<file path="config.mk">
export PLATFORM = sky130hd
export DESIGN_NAME = ball_motion
export DESIGN_NICKNAME = d
export VERILOG_FILES = /design/src/rtl/pong_pkg.sv /design/src/rtl/ball_collide.sv /design/src/rtl/ball_motion.sv
export SDC_FILE = /design/constraint.sdc
export NUM_CORES = 1
export LEC_CHECK = 0
export ABC_AREA = 0
export ABC_CLOCK_PERIOD_IN_PS = 6500
export BUFFER_PORTS_ARGS = -buffer_cell sky130_fd_sc_hd__buf_2
export CORE_MARGIN = 1.5
export CORE_UTILIZATION = 45
export DETAILED_ROUTE_END_ITERATION = 10
export PLACE_DENSITY_LB_ADDON = 0.05
export SLEW_MARGIN = 30
export SYNTH_ARGS = -nofsm -noshare
export SYNTH_HDL_FRONTEND = slang
export SYNTH_SLANG_ARGS = --single-unit
</file>
<file path="constraint.sdc">
create_clock -name clk -period 6.5 [get_ports clk]
set_clock_uncertainty 0.15 [all_clocks]
set_input_delay 0.65 -clock clk [delete_from_list [all_inputs] [get_ports clk]]
set_output_delay 0.65 -clock clk [all_outputs]
set_load 0.05 [all_outputs]
</file>
<file path="src/rtl/pong_pkg.sv">
// Shared Pong dimensions, ball state encoding and direction type.
package pong_pkg;
    localparam int SCREEN_W    = 640;
    localparam int SCREEN_H    = 480;
    localparam int BALL_SIZE   = 8;
    localparam int PADDLE_W    = 8;
    localparam int PADDLE_H    = 64;
    localparam int PLAYER_X    = 16;
    localparam int AI_X        = 616;
    localparam int SPEED       = 2;
    localparam int SERVE_DELAY = 60;
    localparam int WIN_SCORE   = 7;

    // 11-bit forms of the geometry so the datapath never wraps
    localparam logic [10:0] B_SZ        = 11'(BALL_SIZE);
    localparam logic [10:0] P_H         = 11'(PADDLE_H);
    localparam logic [10:0] SPD         = 11'(SPEED);
    localparam logic [10:0] X_MAX       = 11'(SCREEN_W - BALL_SIZE);
    localparam logic [10:0] Y_MAX       = 11'(SCREEN_H - BALL_SIZE);
    localparam logic [10:0] X_CTR       = 11'((SCREEN_W - BALL_SIZE) / 2);
    localparam logic [10:0] Y_CTR       = 11'((SCREEN_H - BALL_SIZE) / 2);
    localparam logic [10:0] AI_FACE     = 11'(AI_X);
    localparam logic [10:0] AI_HIT_X    = 11'(AI_X - BALL_SIZE);
    localparam logic [10:0] PLAYER_FACE = 11'(PLAYER_X + PADDLE_W);
    localparam logic [5:0]  SERVE_LAST  = 6'(SERVE_DELAY - 1);
    localparam logic [3:0]  WIN_SC      = 4'(WIN_SCORE);

    typedef enum logic [1:0] {
        SERVE     = 2'd0,
        PLAY      = 2'd1,
        SCORED    = 2'd2,
        GAME_OVER = 2'd3
    } ball_state_t;

    // INC = right / down, DEC = left / up
    typedef enum logic {
        DIR_INC = 1'b0,
        DIR_DEC = 1'b1
    } dir_t;

    // Vertical overlap of the ball with a paddle whose top is at py
    function automatic logic overlap(input logic [10:0] by, input logic [10:0] py);
        return (by + B_SZ > py) && (by < py + P_H);
    endfunction
endpackage

</file>
<file path="src/rtl/ball_collide.sv">
// Next-position logic for one frame of play: wall bounce, paddle hit, miss detect.
module ball_collide
    import pong_pkg::*;
(
    input  logic [10:0] x,
    input  logic [10:0] y,
    input  dir_t        dir_x,
    input  dir_t        dir_y,
    input  logic [10:0] player_paddle,
    input  logic [10:0] ai_paddle,
    output logic [10:0] x_next,
    output logic [10:0] y_next,
    output dir_t        dir_x_next,
    output dir_t        dir_y_next,
    output logic        player_miss,
    output logic        ai_miss
);
    // Vertical axis: clamp at the walls and flip on reaching them
    always_comb begin
        y_next     = y;
        dir_y_next = dir_y;
        if (dir_y == DIR_INC) begin
            if (y + SPD >= Y_MAX) begin
                y_next     = Y_MAX;
                dir_y_next = DIR_DEC;
            end else begin
                y_next = y + SPD;
            end
        end else begin
            if (y <= SPD) begin
                y_next     = '0;
                dir_y_next = DIR_INC;
            end else begin
                y_next = y - SPD;
            end
        end
    end

    // Horizontal axis: paddle face check first, then miss at the edge, else advance
    always_comb begin
        x_next      = x;
        dir_x_next  = dir_x;
        player_miss = 1'b0;
        ai_miss     = 1'b0;
        if (dir_x == DIR_INC) begin
            if ((x + B_SZ <= AI_FACE) && (x + SPD + B_SZ >= AI_FACE) && overlap(y, ai_paddle)) begin
                x_next     = AI_HIT_X;
                dir_x_next = DIR_DEC;
            end else if (x == X_MAX) begin
                player_miss = 1'b1;
            end else if (x + SPD >= X_MAX) begin
                x_next = X_MAX;
            end else begin
                x_next = x + SPD;
            end
        end else begin
            if ((x >= PLAYER_FACE) && (x <= PLAYER_FACE + SPD) && overlap(y, player_paddle)) begin
                x_next     = PLAYER_FACE;
                dir_x_next = DIR_INC;
            end else if (x == '0) begin
                ai_miss = 1'b1;
            end else if (x <= SPD) begin
                x_next = '0;
            end else begin
                x_next = x - SPD;
            end
        end
    end
endmodule

</file>
<file path="src/rtl/ball_motion.sv">
// Pong ball engine: serve/play/point/game-over sequencing, scores and ball position.
module ball_motion
    import pong_pkg::*;
(
    input  logic       clk,
    input  logic       reset,
    input  logic       frame_tick,
    input  logic [9:0] player_paddle,
    input  logic [9:0] ai_paddle,
    output logic [9:0] ball_pos_x,
    output logic [9:0] ball_pos_y,
    output logic [1:0] ball_state,
    output logic       player_point,
    output logic       ai_point,
    output logic [3:0] player_score,
    output logic [3:0] ai_score
);
    ball_state_t state;
    logic [10:0] x, y;
    dir_t        dir_x, dir_y;
    logic [5:0]  serve_cnt;

    logic [10:0] x_next, y_next;
    dir_t        dir_x_next, dir_y_next;
    logic        player_miss, ai_miss;

    ball_collide u_collide (
        .x             (x),
        .y             (y),
        .dir_x         (dir_x),
        .dir_y         (dir_y),
        .player_paddle ({1'b0, player_paddle}),
        .ai_paddle     ({1'b0, ai_paddle}),
        .x_next        (x_next),
        .y_next        (y_next),
        .dir_x_next    (dir_x_next),
        .dir_y_next    (dir_y_next),
        .player_miss   (player_miss),
        .ai_miss       (ai_miss)
    );

    // Game FSM: everything advances on frame_tick only; point pulses self-clear each clk
    always_ff @(posedge clk or posedge reset) begin
        if (reset) begin
            state        <= SERVE;
            x            <= X_CTR;
            y            <= Y_CTR;
            dir_x        <= DIR_INC;
            dir_y        <= DIR_INC;
            serve_cnt    <= '0;
            player_score <= '0;
            ai_score     <= '0;
            player_point <= 1'b0;
            ai_point     <= 1'b0;
        end else begin
            player_point <= 1'b0;
            ai_point     <= 1'b0;
            if (frame_tick) begin
                case (state)
                    SERVE: begin
                        if (serve_cnt == SERVE_LAST) begin
                            serve_cnt <= '0;
                            state     <= PLAY;
                        end else begin
                            serve_cnt <= serve_cnt + 6'd1;
                        end
                    end
                    PLAY: begin
                        if (player_miss) begin
                            player_score <= player_score + 4'd1;
                            player_point <= 1'b1;
                            state        <= (player_score + 4'd1 == WIN_SC) ? GAME_OVER : SCORED;
                        end else if (ai_miss) begin
                            ai_score <= ai_score + 4'd1;
                            ai_point <= 1'b1;
                            state    <= (ai_score + 4'd1 == WIN_SC) ? GAME_OVER : SCORED;
                        end else begin
                            x     <= x_next;
                            y     <= y_next;
                            dir_x <= dir_x_next;
                            dir_y <= dir_y_next;
                        end
                    end
                    SCORED: begin
                        // dir_x was held through the miss, so it already points at the conceder
                        x     <= X_CTR;
                        y     <= Y_CTR;
                        dir_y <= DIR_INC;
                        state <= SERVE;
                    end
                    GAME_OVER: begin
                        x <= X_CTR;
                        y <= Y_CTR;
                    end
                endcase
            end
        end
    end

    assign ball_pos_x = x[9:0];
    assign ball_pos_y = y[9:0];
    assign ball_state = state;
endmodule

</file>
==> metrics.cfg <==
[clock_network]
h-tree-depth = 2
cts-buffers-inserted = 5
clk_pin_slew_ps = 80
clk_latency_ps = 290
cts_tree = built
ctsResizeCount = 0
cts.path.max_buffers = 2
ctsRootBufferMaster = clkbuf_8
clock-sinks = 40
post_cts_buffers = 0
cts_hold_buffers = 0

[layout]
area_growth_pct = 6.23
layout-drive-gt1-share = 0.149
final_nets = 669
n_fill_cell = 1020
antenna_cells = 0

[floorplan]
floorplan.die_area_mm2 = 0.0108
core-area_mm2 = 0.00982
die_x_um = 104
io_pins = 55
initial_utilization = 0.466
die_h_um = 104
rows = 36

[synth]
yosysWarnings = 0
synth_edf_count = 0
synthFlopType = dfrtp_1
synth_cell_types = 71
netlist_area_mm2 = 0.00458
synthCells = 577
synth.avg_cell_area_um2 = 7.93
async_flop_share = 1.00
seq_area_frac_synth = 0.221
ys_ff_latch = 40

[worst_setup_path]
worstPathCellList = ha_1 -> nand3_1 -> nor2_1 -> xor2_1 -> ha_1 -> and3_1 -> a211oi_1 -> o211ai_1 -> o2111ai_1 -> nand2_1 -> nor2_1 -> nand3_1 -> o211ai_1
worstPathArrival_ps = 3900
worst_path_max_delay_cell = dfstp_2
worst_setup_path_start_kind = flop
rrSetupSlack_ps = 2660
critPathRequiredTime_ps = 6560
criticalPathCategory = flop to flop
max_stage_delay_ps = 690
endpoint_kind = flop
critical_path.max_fanout = 13

[timing]
tightestPinTransition_ps = 700
grt_setup_unrepaired = no
timing.setup.tns_ps = 0
hold_viol_final = 0
period_share = 0.591
finalSetupViolCount = 0
final_max_slew_viol_count = 0
fin_ws_ps = 2660
fin_crit_ps = 3840
slew_headroom = 0.526
fmax_ghz = 0.260

[power]
powerDensity_mw_per_mm2 = 362
vdd_drop_max_v = 0.000262
p_leak_uw = 0.00228

[job]
drv_cap = 0

[drt]
wl_per_cell_um = 16.6
vias = 4197
drtAntennaViolNets = 0
firstDrtPassIters = 4
drc = 0
wl_mm = 12.0
first_iter_violations = 257
viasPerCell = 5.79

[status]
status = finished, final reports clean

[grt]
grt_first_pass_wirelength_mm = 20.0
gr-total-overflow = 0
grt_max_degree = 41
grt.total_usage = 0.226
grt_pass1_vias = 3976
antenna_found_initial = 0

[placement]
gp_congestion = 0.838
place_ws_ps = 2680
hpwl_mm = 9.02
numPortBuffers = 52

[worst_hold_path]
hp-class = primary input to asynchronous set/reset pin

-- metrics by stage --
step / instances / instance area (µm²) / total power [µW] / hold WS (ps) / util
after floorplan: 578 / 4580 / 1350 / 319 / -
after global placement: 716 / 4740 / 1530 / 334 / 0.482
after detailed placement: 716 / 4740 / 1550 / 342 / 0.482
after CTS: 724 / 4840 / 1760 / 334 / 0.493
after global routing: 725 / 4860 / 1920 / 372 / 0.495
final: 725 / 4860 / 1760 / 311 / 0.495
-- path summary, 6_finish.rpt --
check,from,endpoint,depth (start not counted)
setup reg to reg,y[3],x[9],13
max in group asynchronous,reset,x[3],3
hold / removal,reset,y[1],3
hold reg to reg,ai_score[3],ai_score[3],1
setup / recovery,y[3],x[9],13
min in group clk,ai_score[3],ai_score[3],1
-- power breakdown --
part	switching [µW]	total, µW	internal (µW)
logic	661	1050	385
registers	182	513	331
clock network	88.0	202	114
total	931	1760	830
-- routing by layer --
metal	wire, µm	global-route usage	vias up
li1	-	-	2114
met1	5980	0.322	1965
met2	5300	0.352	99
met5	0	0	-
met4	235	0.0635	0
met3	499	0.0352	19
-- placed cells by master (no fill, tap or decap), drive strengths merged, types with 7 or more instances in the layout --
cell type	n
nand3	24
o31ai	11
xnor2	24
a21o	7
nand4	16
ha	55
nor2	45
buf	54
o211ai	9
nand2b	7
inv	46
nor3	24
dfrtp	30
nand2	38
dfstp	10
a211oi	8
xor2	11
o21ai	30
a21oi	26
nor4	10
-- registers in the layout, summed over array words and instances, names as in the netlist --
| name | count |
|---|---|
| ball_state | 2 |
| ai_point | 1 |
| player_score | 4 |
| dir_y | 1 |
| player_point | 1 |
| x | 10 |
| ai_score | 4 |
| y | 10 |
| dir_x | 1 |
| serve_cnt | 6 |
-- worst max-delay path: cells and delay by family, from the launching register on --
family,cells,cell delay [ps]
AOI/OAI and AO/OA,4,770
xor gates and xnor gates,1,250
adders and majority gates,2,630
DFF,1,690
and+or+nand+nor,6,1280
-- area by class of cell --
| class | instances | area [µm²] | area share |
|---|---|---|---|
| clock buffer | 6 | 72.6 | 0.0149 |
| tap | 133 | 166 | 0.0342 |
| timing repair buffer | 54 | 279 | 0.0574 |
| multi-input combinational | 444 | 3120 | 0.642 |
| sequential | 40 | 1010 | 0.208 |
| inverter | 46 | 173 | 0.0355 |
| clock inverter | 2 | 35.0 | 0.00721 |
-- synth_stat cells (11+ instances only) --
master	number	area (µm²)
ha_1	55	688
inv_1	46	173
nor2_1	45	169
nand2_1	37	139
dfrtp_1	30	751
o21ai_0	30	150
a21oi_1	26	130
nor3_1	24	120
xnor2_1	24	210
nand3_1	23	115
buf_4	22	165
nand4_1	16	100
clkbuf_1	15	56.3
o31ai_1	11	82.6
xor2_1	11	96.3
-- cell families after synthesis --
kind of cell    count (synthesis)  share of synthesized area
compound gates                134                      0.202
xor+xnor                       35                     0.0670
fa+ha+maj                      55                      0.150
buf+inv                        94                     0.0982
flops                          40                      0.221
mux                             7                     0.0164
other cells                     1                   0.000820
simple gates                  211                      0.244
Power figures use the tool's default switching activity.
